File: src/rtl/gear_accum_pipe.sv
// Multi-lane frame accumulator with a runtime choice of exact or GeAr(R,P) approximate addition.
// Per-lane sums, sticky overflow, GeAr-vs-exact mismatch count and beat count are presented at frame end.
module gear_accum_pipe #(
  parameter int LANES   = 4,
  parameter int WIDTH   = 16,
  parameter int R       = 4,
  parameter int P       = 4,
  parameter int MAX_LEN = 255,
  parameter int CNT_W   = 8
) (
  input  logic                   clk,
  input  logic                   rst,
  input  logic                   i_mode,
  input  logic                   i_valid,
  output logic                   o_ready,
  input  logic [LANES*WIDTH-1:0] i_data,
  input  logic                   i_last,
  output logic                   o_valid,
  input  logic                   i_ready,
  output logic [LANES*WIDTH-1:0] o_sum,
  output logic [LANES-1:0]       o_ovf,
  output logic [CNT_W-1:0]       o_err_cnt,
  output logic [CNT_W-1:0]       o_beat_cnt,
  output logic                   o_trunc
);

  localparam int L = R + P;
  localparam int K = (WIDTH - L) / R + 1;

  typedef enum logic [1:0] {S_IDLE, S_ACCUM, S_HOLD} state_t;

  // Handshakes: a beat transfers on a clk edge with i_valid && o_ready; a result transfers
  // on a clk edge with o_valid && i_ready. Both flags are registered, so neither side
  // sees a combinational path from the other side's valid/ready.
  state_t                 state_q;
  logic [LANES*WIDTH-1:0] sum_q;
  logic [LANES-1:0]       ovf_q;
  logic [CNT_W-1:0]       err_q, beat_q;
  logic                   trunc_q, mode_q, valid_q, ready_q;

  logic                   accept, first, mode_act, hit_max, end_frame, trunc_d;
  logic [LANES*WIDTH-1:0] sum_d;
  logic [LANES-1:0]       ovf_d;
  logic [CNT_W:0]         err_inc, err_sum;
  logic [CNT_W-1:0]       err_d, beat_d;

  // Sub-adder 0 keeps all L bits; each later window only contributes its top R bits,
  // its low P bits act as the carry predictor.
  function automatic logic [WIDTH-1:0] gear_add(input logic [WIDTH-1:0] a, input logic [WIDTH-1:0] b);
    logic [WIDTH-1:0] g;
    logic [L:0]       part;
    g    = '0;
    part = {1'b0, a[L-1:0]} + {1'b0, b[L-1:0]};
    g[L-1:0] = part[L-1:0];
    for (int i = 1; i < K; i++) begin
      part = {1'b0, a[i*R +: L]} + {1'b0, b[i*R +: L]};
      g[i*R+P +: R] = part[P +: R];
    end
    return g;
  endfunction

  assign accept   = i_valid && ready_q;
  assign first    = (state_q == S_IDLE);
  assign mode_act = first ? i_mode : mode_q;

  always_comb begin
    logic [WIDTH-1:0] a, b, e, g, r;
    sum_d   = '0;
    ovf_d   = ovf_q;
    err_inc = '0;
    a = '0; b = '0; e = '0; g = '0; r = '0;
    for (int n = 0; n < LANES; n++) begin
      a = first ? '0 : sum_q[n*WIDTH +: WIDTH];
      b = i_data[n*WIDTH +: WIDTH];
      e = a + b;
      g = gear_add(a, b);
      r = mode_act ? g : e;
      sum_d[n*WIDTH +: WIDTH] = r;
      if ((a[WIDTH-1] == b[WIDTH-1]) && (r[WIDTH-1] != a[WIDTH-1])) ovf_d[n] = 1'b1;
      if (mode_act && (g != e)) err_inc = err_inc + (CNT_W+1)'(1);
    end
    err_sum   = {1'b0, err_q} + err_inc;
    err_d     = err_sum[CNT_W] ? {CNT_W{1'b1}} : err_sum[CNT_W-1:0];
    beat_d    = beat_q + CNT_W'(1);
    hit_max   = (beat_d == CNT_W'(MAX_LEN));
    end_frame = i_last || hit_max;
    trunc_d   = hit_max && !i_last;
  end

  always_ff @(posedge clk) begin
    if (rst) begin
      state_q <= S_IDLE;
      sum_q   <= '0;
      ovf_q   <= '0;
      err_q   <= '0;
      beat_q  <= '0;
      trunc_q <= 1'b0;
      mode_q  <= 1'b0;
      valid_q <= 1'b0;
      ready_q <= 1'b1;
    end else begin
      case (state_q)
        S_IDLE, S_ACCUM: begin
          if (accept) begin
            sum_q  <= sum_d;
            ovf_q  <= ovf_d;
            err_q  <= err_d;
            beat_q <= beat_d;
            if (first) mode_q <= i_mode;
            if (end_frame) begin
              trunc_q <= trunc_d;
              state_q <= S_HOLD;
              valid_q <= 1'b1;
              ready_q <= 1'b0;
            end else begin
              state_q <= S_ACCUM;
            end
          end
        end
        S_HOLD: begin
          if (i_ready) begin
            state_q <= S_IDLE;
            sum_q   <= '0;
            ovf_q   <= '0;
            err_q   <= '0;
            beat_q  <= '0;
            trunc_q <= 1'b0;
            mode_q  <= 1'b0;
            valid_q <= 1'b0;
            ready_q <= 1'b1;
          end
        end
        default: state_q <= S_IDLE;
      endcase
    end
  end

  assign o_ready    = ready_q;
  assign o_valid    = valid_q;
  assign o_sum      = sum_q;
  assign o_ovf      = ovf_q;
  assign o_err_cnt  = err_q;
  assign o_beat_cnt = beat_q;
  assign o_trunc    = trunc_q;

endmodule

File: config.mk
export PLATFORM = sky130hd
export DESIGN_NAME = gear_accum_pipe
export DESIGN_NICKNAME = d
export VERILOG_FILES = /design/src/rtl/gear_accum_pipe.sv
export SDC_FILE = /design/constraint.sdc
export NUM_CORES = 1
export LEC_CHECK = 0
export ABC_CLOCK_PERIOD_IN_PS = 6700
export BUFFER_PORTS_ARGS = -buffer_cell sky130_fd_sc_hd__buf_2
export CELL_PAD_IN_SITES_DETAIL_PLACEMENT = 0
export CELL_PAD_IN_SITES_GLOBAL_PLACEMENT = 1
export CORE_ASPECT_RATIO = 1.5
export CORE_MARGIN = 2
export CORE_UTILIZATION = 35
export CTS_BUF_LIST = sky130_fd_sc_hd__clkbuf_4
export DETAILED_ROUTE_END_ITERATION = 8
export HOLD_SLACK_MARGIN = 0.03
export PLACE_DENSITY = 0.83
export SLEW_MARGIN = 5
export SYNTH_ARGS = -nofsm -noshare
export SYNTH_HDL_FRONTEND = slang
export SYNTH_SLANG_ARGS = --single-unit
File: constraint.sdc
create_clock -name clk -period 6.7 [get_ports clk]
set_input_delay 0.67 -clock clk [delete_from_list [all_inputs] [get_ports clk]]
set_output_delay 0.67 -clock clk [all_outputs]
set_load 0.01 [all_outputs]
==> results of run 1 <==
-- registers in the layout, summed over array words and instances, names as in the netlist --
signal      cells
o_beat_cnt      8
mode_q          1
o_sum          64
o_trunc         1
state_q         2
o_valid         1
o_err_cnt       8
o_ovf           4
o_ready         1
-- power groups by stage --
stage	logic (W)	registers [W]	clock network, W
2_1_floorplan	0.000266	0.000639	0
3_3_place_gp	0.000424	0.000628	0
3_5_place_dp	0.000428	0.000629	0
4_1_cts	0.000430	0.000618	0.000395
5_1_grt	0.000476	0.000624	0.000410
6_report	0.000426	0.000617	0.000380
-- cell usage in the layout, fill, tap and decap left out, types with 4 or more instances in the layout --
cell type,synthesis,layout
nand4_1,8,8
a21oi_1,82,82
xor2_1,25,25
o2111ai_1,4,4
nand2_1,93,93
nor3_1,21,21
buf_2,4,156
nor3b_1,9,9
mux2i_1,9,9
a31oi_1,7,7
nand2b_1,9,9
clkbuf_4,0,9
nor2_1,98,95
nand3_1,19,19
inv_1,21,21
a22oi_1,24,24
buf_4,1,8
and3_1,11,11
o21a_1,6,6
o21ai_1,12,12
o21ai_0,56,56
nor2b_1,6,6
fa_1,5,5
o21bai_1,7,7
or3_1,4,4
a21o_1,30,30
o31ai_1,10,10
a211oi_1,16,16
and2_1,60,60
dfxtp_1,90,90
xnor2_1,29,29
ha_1,69,69
-- worst reg2reg max path: stages (launching register included) --
cell and delay [ns]:
dfxtp_1 0.49, or2_2 0.58, buf_4 0.30, and2_1 0.17
ha_1 0.41, nand2_1 0.13, nor2_1 0.18, nand2_1 0.08
o31ai_1 0.50, and2_1 0.21, ha_1 0.24, xnor2_1 0.29
ha_1 0.28, mux2_2 0.29, fa_1 0.43, a21o_1 0.17
a21oi_1 0.22, nor2_1 0.12, nand3_1 0.13, nor2_1 0.04
a211oi_1 0.23
-- per-layer routing --
metal	up-vias	share of wire (%)	GRT usage (%)	wire length (um)
met5	-	0.059	0	13
met2	150	51	36.63	11320
met4	2	2.9	7.816	648
met1	3434	41	23.61	9137
li1	3652	-	-	-
met3	38	4.3	3.030	949
-- cell type report --
type / instances / area share [%]
multi-input combinational: 788 / 61.89
sequential: 90 / 21.30
timing repair buffer: 164 / 9.941
tap: 264 / 3.905
clock inverter: 7 / 1.169
inverter: 21 / 0.9320
clock buffer: 9 / 0.7988
antenna: 2 / 0.05917
-- logic make-up after synthesis --
kind of cell             synth area share (%)
multiplexers                            1.542
adder cells (fa/ha/maj)                 13.20
buffers and inverters                   3.788
flip-flops                              24.68
AND/OR/NAND/NOR                         23.77
other                                 0.05136
AO/OA/AOI/OAI                           26.17
XOR/XNOR                                6.804
-- stage by stage --
stage | cell area, sq um | hold WS [ns] | setup slack, ns
after global placement | 8287 | 0.4480 | 1.316
after detailed placement | 8287 | 0.4575 | 1.175
final | 8458 | 0.4437 | 1.132
after CTS | 8453 | 0.4022 | 1.123
after global routing | 8458 | 0.4444 | 0.5700
after floorplan | 7301 | 0.4774 | 1.534
-- worst max path at each step --
stage | from | to | slack (ns) | cells past startpoint
after global routing | state_q[0] | o_err_cnt[6] | 0.57 | 21
after floorplan | state_q[0] | o_err_cnt[5] | 1.53 | 24
after global placement | state_q[0] | o_err_cnt[5] | 1.32 | 22
final | state_q[0] | o_err_cnt[6] | 1.13 | 20
after detailed placement | state_q[0] | o_err_cnt[5] | 1.17 | 22
after CTS | state_q[0] | o_err_cnt[6] | 1.12 | 21
==> results.json, run 1 <==
{
  "intPower_w": 0.0009015,
  "synth_most_common_cell": "nor2_1",
  "path_class": "register to register",
  "cts.sinks": 90,
  "initial_core_util_pct": 35.75,
  "synth-edff-count": 0,
  "worstSkewPairLatency_ns": 0.52,
  "fmax_ghz": 0.1796,
  "synth_commonest_cells": "nor2_1, nand2_1, dfxtp_1",
  "cpPeakStageDelay_ns": 0.58,
  "p_switching_w": 0.0005211,
  "row_count": 64,
  "port_buffers": 156,
  "io_pins": 157,
  "antenna_left": 0,
  "drc": 0,
  "worst_ep_arrival_time_ns": 6.02,
  "cts_resized": 0,
  "via_count": 7276,
  "cts-htree-levels": 3,
  "syn_avg_cell_area_sq_um": 7.726,
  "critPathLaunchType": "register",
  "nFillCells": 2181,
  "dieArea_sq_um": 22050,
  "fin_util_pct": 41.42,
  "share_comb_of_total_power_pct": 29.9,
  "ys_ff_latch": 90,
  "power.share.clock_pct": 26.7,
  "fin_crit_ns": 5.568,
  "hold_buffers": 0,
  "synth_fp_nets": 1089,
  "fin_crit_sh_pct": 83.10,
  "vias_per_cell": 5.410,
  "ys_types": 77,
  "seq_area_sq_um": 1802,
  "die_x_um": 121.9,
  "slew_violations": 0,
  "p_per_area_nw_per_um2": 168.2,
  "wirelength_um": 22070,
  "r2r_start": "state_q[0]",
  "skew_ns": 0.03271,
  "drv_cap": 0,
  "async_flop_share_pct": 0,
  "synthCells": 945,
  "synth_top_area_share_pct": 24.68,
  "worst_r2r_endpoint": "o_err_cnt[6]",
  "grt.overflow.total": 0,
  "final.setup.tns_ns": 0,
  "cts-root-buf": "clkbuf_4",
  "rsz0062_at_grt": "no",
  "synthToLayoutAreaGrowth_pct": 15.85,
  "critPathMaxFanout": 28,
  "final_nets": 1218,
  "cts_post_setup_buffers_inserted": 0,
  "peakVddDrop_mv": 0.1140,
  "worst_ep_required_time_ns": 7.15,
  "grt_antenna_before_repair": 3,
  "end_kind": "register",
  "cts_buffers": 9,
  "hold_path_class": "primary input to register",
  "die_h_um": 180.9,
  "sw_frac_of_total_pct": 36.63,
  "drtPass1Iterations": 6,
  "cts_max_path_buffers": 2,
  "path_buf_inv": 1,
  "p_leak_nw": 3.981,
  "wl_per_cell_um": 16.41,
  "worst_slew_pin_slew_ns": 1.052,
  "ys.flop_type": "dfxtp_1",
  "finalWeightedCongestion": 0.8385,
  "clkTransAtPathRegs_ns": 0.17,
  "hold_depth": 3,
  "drive_above_1_share_pct": 19.09,
  "synth_top_area_cell": "dfxtp_1",
  "grt_max_degree": 53,
  "synth_area_leaders": "dfxtp_1, ha_1, a21oi_1, and2_1, nor2_1",
  "reg2reg_depth": 20,
  "path_cells": "or2_2 > buf_4 > and2_1 > ha_1 > nand2_1 > nor2_1 > nand2_1 > o31ai_1 > and2_1 > ha_1 > xnor2_1 > ha_1 > mux2_2 > fa_1 > a21o_1 > a21oi_1 > nor2_1 > nand3_1 > nor2_1 > a211oi_1",
  "synth-warning-count": 0,
  "dp_hpwl_um": 16540,
  "worstHoldStart": "i_ready",
  "slew-limit-headroom_pct": 29.69,
  "crit_path_top_delay_cell": "or2_2",
  "timing.final.setup_violations": 0,
  "synth_area_sq_um": 7301,
  "cp_top_family": "simple AND/OR/NAND/NOR gates",
  "coreArea_sq_um": 20420,
  "status": "complete, no violations",
  "place_inst": 1327,
  "grt_pass1_wl_um": 35780,
  "min_to": "state_q[1]",
  "seqPwrFrac_pct": 43.3,
  "hold_viol": 0,
  "reg2reg_setup_slack_ns": 1.13,
  "drtIter0Drc": 398,
  "multiInputGateArea_sq_um": 5235,
  "instances_no_fill": 1345,
  "power.total_w": 0.001423,
  "cts_tree": "built",
  "grt_pass1_vias": 7051,
  "ys_seq_area_share_pct": 24.68,
  "grt_use_total_pct": 20.27
}
Power figures use the tool's default switching activity.
==> inputs of run 2 (changes only) <==
--- a/config.mk
+++ b/config.mk
@@ -5,7 +5,7 @@
 export SDC_FILE = /design/constraint.sdc
 export NUM_CORES = 1
 export LEC_CHECK = 0
-export ABC_CLOCK_PERIOD_IN_PS = 6700
+export ABC_CLOCK_PERIOD_IN_PS = 4800
 export BUFFER_PORTS_ARGS = -buffer_cell sky130_fd_sc_hd__buf_2
 export CELL_PAD_IN_SITES_DETAIL_PLACEMENT = 0
 export CELL_PAD_IN_SITES_GLOBAL_PLACEMENT = 1
@@ -15,7 +15,7 @@
 export CTS_BUF_LIST = sky130_fd_sc_hd__clkbuf_4
 export DETAILED_ROUTE_END_ITERATION = 8
 export HOLD_SLACK_MARGIN = 0.03
-export PLACE_DENSITY = 0.83
+export PLACE_DENSITY = 0.86
 export SLEW_MARGIN = 5
 export SYNTH_ARGS = -nofsm -noshare
 export SYNTH_HDL_FRONTEND = slang
==> constraint.sdc (replaced) <==
create_clock -name clk -period 4.8 [get_ports clk]
set_input_delay 0.48 -clock clk [delete_from_list [all_inputs] [get_ports clk]]
set_output_delay 0.48 -clock clk [all_outputs]
set_load 0.01 [all_outputs]
==> results.json, run 2 (same netlist as run 1, synthesis figures left out) <==
{
  "die_h_um": 180.9,
  "die_x_um": 121.9,
  "wirelength_um": 22910,
  "critPathMaxFanout": 6,
  "hold_path_class": "primary input to register",
  "dieArea_sq_um": 22050,
  "grt_antenna_before_repair": 2,
  "dp_hpwl_um": 16970,
  "skew_ns": 0.02856,
  "share_comb_of_total_power_pct": 32.6,
  "path_class": "register to register",
  "cts.sinks": 90,
  "io_pins": 157,
  "nFillCells": 2100,
  "sw_frac_of_total_pct": 37.22,
  "hold_viol": 0,
  "fin_util_pct": 43.39,
  "port_buffers": 156,
  "cts-htree-levels": 3,
  "finalWeightedCongestion": 0.8702,
  "drv_cap": 0,
  "p_switching_w": 0.0007312,
  "worst_slew_pin_slew_ns": 1.040,
  "slew_violations": 0,
  "clkTransAtPathRegs_ns": 0.16,
  "worst_ep_arrival_time_ns": 5.04,
  "layout_commonest_cell": "buf_2",
  "grt_pass1_vias": 7193,
  "hold_buffers": 0,
  "timing.final.setup_violations": 0,
  "status": "complete, no violations",
  "grt.overflow.total": 0,
  "drtPass1Iterations": 5,
  "place_area_sq_um": 8528,
  "grt_use_total_pct": 20.41,
  "initial_core_util_pct": 35.75,
  "reg2reg_depth": 19,
  "slew-limit-headroom_pct": 30.51,
  "intPower_w": 0.001233,
  "drc": 0,
  "mostFrequentLayoutCells": "buf_2, nand2_1, nor2_1",
  "antenna_left": 0,
  "largest_register_ffs": 64,
  "fin_area_sq_um": 8861,
  "fmax_ghz": 0.2176,
  "cts-root-buf": "clkbuf_4",
  "grt_max_degree": 53,
  "cts_tree": "built",
  "row_count": 64,
  "grt_pass1_wl_um": 35820,
  "seqPwrFrac_pct": 43.6,
  "cts_max_path_buffers": 2,
  "worst_ep_required_time_ns": 5.24,
  "cts_buffers": 9,
  "critPathLaunchType": "register",
  "power.share.clock_pct": 23.8,
  "drtIter0Drc": 379,
  "vias_per_cell": 5.357,
  "p_leak_nw": 4.132,
  "coreArea_sq_um": 20420,
  "hold_depth": 3,
  "synthToLayoutAreaGrowth_pct": 21.37,
  "peakVddDrop_mv": 0.1135,
  "wl_per_cell_um": 16.64,
  "fin_crit_ns": 4.596,
  "fin_crit_sh_pct": 95.76,
  "p_per_area_nw_per_um2": 221.7,
  "final_nets": 1250,
  "worstSkewPairLatency_ns": 0.51,
  "crit_path_start": "state_q[0]",
  "drive_above_1_share_pct": 24.03,
  "end_kind": "register",
  "worstHoldStart": "i_ready",
  "power.total_w": 0.001964,
  "r2r_start": "state_q[0]",
  "via_count": 7377
}
==> run 2: critical path: stages, from the launching register on <==
cell and delay, ns:
dfxtp_4 0.40, or2_4 0.30, and2_1 0.18, ha_1 0.29
a21o_1 0.18, a21o_1 0.16, a21oi_2 0.18, or4b_4 0.50
a21oi_4 0.22, ha_4 0.24, xnor2_2 0.17, ha_1 0.26
mux2_4 0.29, fa_2 0.38, a21o_1 0.17, a21oi_2 0.20
nor2_2 0.08, nand3_1 0.09, nor2_1 0.05, a211oi_2 0.21
==> run 2: through the flow <==
stage,hold slack (ns),worst slack [ns],TNS [ns],instances
detailed placement,0.4526,0.01699,0,1352
floorplan,0.4774,0.006849,0,945
CTS,0.2040,0.007119,0,1368
global route,0.1947,-0.002665,-0.005169,1377
finish,0.2420,0.2037,0,1377
global placement,0.4449,0.1601,0,1352
==> run 2: worst paths after layout <==
check | end | slack (ns)
worst max register to register | o_err_cnt[6] | 0.20
worst min-delay path | state_q[1] | 0.24
worst max-delay path | o_err_cnt[6] | 0.20
worst min register to register | o_sum[43] | 0.47
==> run 2: repair_timing <==
item	in CTS	in global routing
hold endpoints to repair	0	0
endpoints found under the setup margin	2	8
pin swaps	0	15
gates resized for setup	2	30
gates cloned	0	2
setup buffers	0	5
==> run 2: layout make-up <==
type	count	area (sq um)	area share (%)
flip-flops and latches	90	1809	20.42
clock inverters	6	67.56	0.7625
diodes	2	5.005	0.05648
multi-input cells	790	5425	61.23
clock buffers	10	75.07	0.8472
well taps	264	330.3	3.728
inverters	21	78.83	0.8896
repair buffers	194	1070	12.07
==> run 2: power groups by stage <==
stage	clock network [W]	logic [W]	registers (W)
finish	0.000467	0.000640	0.000857
global placement	0	0.000618	0.000872
detailed placement	0	0.000623	0.000874
floorplan	0	0.000379	0.000893
global route	0.000512	0.000710	0.000867
CTS	0.000491	0.000627	0.000858
==> run 2: layer usage <==
metal  vias to the layer above  part of all wire [%]  global-route usage [%]
met5                         -                     0                       0
met4                         0                   2.2                   7.264
met3                        37                   4.8                   3.567
met2                       179                    52                   37.68
met1                      3449                    41                   23.04
li1                       3712                     -                       -
==> inputs of run 3 (changes only) <==
--- a/config.mk
+++ b/config.mk
@@ -5,6 +5,7 @@
 export SDC_FILE = /design/constraint.sdc
 export NUM_CORES = 1
 export LEC_CHECK = 0
+export ABC_AREA = 1
 export ABC_CLOCK_PERIOD_IN_PS = 4800
 export BUFFER_PORTS_ARGS = -buffer_cell sky130_fd_sc_hd__buf_2
 export CELL_PAD_IN_SITES_DETAIL_PLACEMENT = 0
@@ -15,7 +16,7 @@
 export CTS_BUF_LIST = sky130_fd_sc_hd__clkbuf_4
 export DETAILED_ROUTE_END_ITERATION = 8
 export HOLD_SLACK_MARGIN = 0.03
-export PLACE_DENSITY = 0.86
+export PLACE_DENSITY = 0.89
 export SLEW_MARGIN = 5
 export SYNTH_ARGS = -nofsm -noshare
 export SYNTH_HDL_FRONTEND = slang
==> results.json, run 3 <==
{
  "ys_ff_latch": 90,
  "hold_buffers": 0,
  "slew_violations": 0,
  "critPathLaunchType": "register",
  "synth_commonest_cells": "nand2_1, inv_1, a21oi_1",
  "ys_seq_area_share_pct": 21.94,
  "cp_top_family": "simple AND/OR/NAND/NOR gates",
  "cpPeakStageDelay_ns": 0.38,
  "slew-limit-headroom_pct": 30.66,
  "worst_ep_required_time_ns": 5.16,
  "multiInputGateArea_sq_um": 5844,
  "port_buffers": 156,
  "ys_types": 33,
  "peakVddDrop_mv": 0.1404,
  "status": "complete, no violations",
  "drc": 0,
  "grt.overflow.total": 0,
  "io_pins": 157,
  "vias_per_cell": 4.896,
  "p_leak_nw": 5.243,
  "synth-warning-count": 0,
  "fin_util_pct": 44.48,
  "wl_per_cell_um": 14.14,
  "via_count": 9277,
  "largest_register_ffs": 64,
  "cts_tree": "built",
  "layout_commonest_cell": "nand2_1",
  "async_flop_share_pct": 0,
  "die_x_um": 129.1,
  "mostFrequentLayoutCells": "nand2_1, inv_1, a21oi_1",
  "syn_avg_cell_area_sq_um": 5.869,
  "nFillCells": 2488,
  "crit_path_top_delay_cell": "dfxtp_2",
  "die_h_um": 191.6,
  "hold_path_class": "primary input to register",
  "critPathMaxFanout": 5,
  "fmax_ghz": 0.2127,
  "seq_area_sq_um": 1804,
  "synth_area_leaders": "dfxtp_1, nand2_1, ha_1, a21oi_1, inv_1",
  "drtPass1Iterations": 5,
  "grt_max_degree": 61,
  "finalWeightedCongestion": 0.9291,
  "clkTransAtPathRegs_ns": 0.17,
  "whs_ns": 0.2164,
  "setup_ws_ns": 0.09841,
  "grt_pass1_wl_um": 41040,
  "synth_top_area_cell": "dfxtp_1",
  "power.total_w": 0.002668,
  "place_area_sq_um": 9412,
  "cts-htree-levels": 3,
  "synth_fp_nets": 1543,
  "initial_core_util_pct": 35.61,
  "wirelength_um": 26800,
  "row_count": 68,
  "skew_ns": 0.02337,
  "cts_max_path_buffers": 2,
  "drive_above_1_share_pct": 20.23,
  "synthToLayoutAreaGrowth_pct": 24.90,
  "grt_pass1_vias": 8664,
  "reg2reg_setup_slack_ns": 0.1,
  "synth-edff-count": 0,
  "fin_crit_sh_pct": 97.95,
  "final_nets": 1716,
  "rsz0062_at_grt": "yes",
  "fin_area_sq_um": 10250,
  "grt_use_total_pct": 20.93,
  "p_per_area_nw_per_um2": 260.1,
  "dieArea_sq_um": 24730,
  "worst_ep_arrival_time_ns": 5.06,
  "dp_hpwl_um": 19490,
  "cts_buffers": 9,
  "drv_cap": 0,
  "fin_crit_ns": 4.702,
  "end_kind": "register",
  "hold_viol": 0,
  "path_buf_inv": 7,
  "pre_cts_ws_ns": -0.07181,
  "synth_top_area_share_pct": 21.94,
  "cts-root-buf": "clkbuf_4",
  "cpMostUsedCell": "nand2_2",
  "cts.sinks": 90,
  "synthCells": 1399,
  "worst_slew_pin_slew_ns": 1.040,
  "ys.flop_type": "dfxtp_1",
  "antenna_left": 0,
  "synth_most_common_cell": "nand2_1",
  "synth_area_sq_um": 8210,
  "path_class": "register to register",
  "drtIter0Drc": 428,
  "coreArea_sq_um": 23060,
  "worstSkewPairLatency_ns": 0.52,
  "timing.final.setup_violations": 0,
  "grt_antenna_before_repair": 5
}
==> run 3: cell types whose count changed in the layout (fill, tap and decap cells not counted), moves of 24 or more <==
cell     change
nand2_1    +286
inv_1      +185
nand3_1     +87
a21oi_1     +82
and2_1      -56
a21o_1      -27
nand2_2     +25
a22oi_1     -24
nor2_1      +24
==> run 3: power breakdown <==
group	internal (W)	switching (W)	total [W]
registers	0.000826	0.0000672	0.000893
logic	0.000460	0.000746	0.00121
clock network	0.000266	0.000303	0.000569
total	0.00155	0.00112	0.00267
==> run 3: kinds of logic (layout without fill, tap and decap cells) <==
family,count (synthesis),after routing,synth area share [%]
compound gates,259,259,16.67
xor+xnor,32,32,3.414
fa+ha+maj,74,74,11.73
buf+inv,256,434,11.90
flops,90,90,21.94
other cells,1,4,0.04567
simple gates,687,687,34.29
==> run 3: repair_timing <==
action,CTS,global route
pin swaps,3,55
setup buffers,1,20
setup endpoints to repair,8,8
gates cloned,0,3
gates resized for setup,8,107
==> run 3: routing by layer <==
layer | vias to the layer above | part of all wire, % | track usage [%]
li1 | 4815 | - | -
met1 | 4189 | 40 | 22.48
met2 | 205 | 53 | 39.62
met4 | 4 | 3.1 | 8.528
met5 | - | 0.090 | 0
met3 | 64 | 4.4 | 3.872
==> run 3: area by class of cell <==
cell class              instances  area share (%)
diodes                          3         0.07321
multi-input cells            1053           56.99
well taps                     315           3.843
clock inverters                 6           1.025
flip-flops and latches         90           17.59
clock buffers                  10          0.7321
inverters                     216           7.906
repair buffers                202           11.84
==> run 3: worst paths after layout <==
kind | from | endpoint | cells after the start
worst min-delay path | i_ready | state_q[1] | 3
worst min register to register | o_sum[60] | o_sum[60] | 2
worst max register to register | state_q[1] | o_err_cnt[7] | 38
worst max-delay path | state_q[1] | o_err_cnt[7] | 38
==> run 3: stage by stage <==
stage | instances | setup TNS [ns]
6_report | 1895 | 0
3_5_place_dp | 1852 | -0.2756
5_1_grt | 1894 | -0.7935
4_1_cts | 1869 | -0.005293
3_3_place_gp | 1852 | 0
2_1_floorplan | 1399 | 0
==> run 3: worst register-to-register path, delay by kind of cell (launching register included) <==
family / cells / cell delay, ns
AND/OR/NAND/NOR: 23 / 2.09
flip-flops: 1 / 0.38
buffers and inverters: 7 / 0.58
AO/OA/AOI/OAI: 3 / 0.36
adder cells (fa/ha/maj): 5 / 1.14
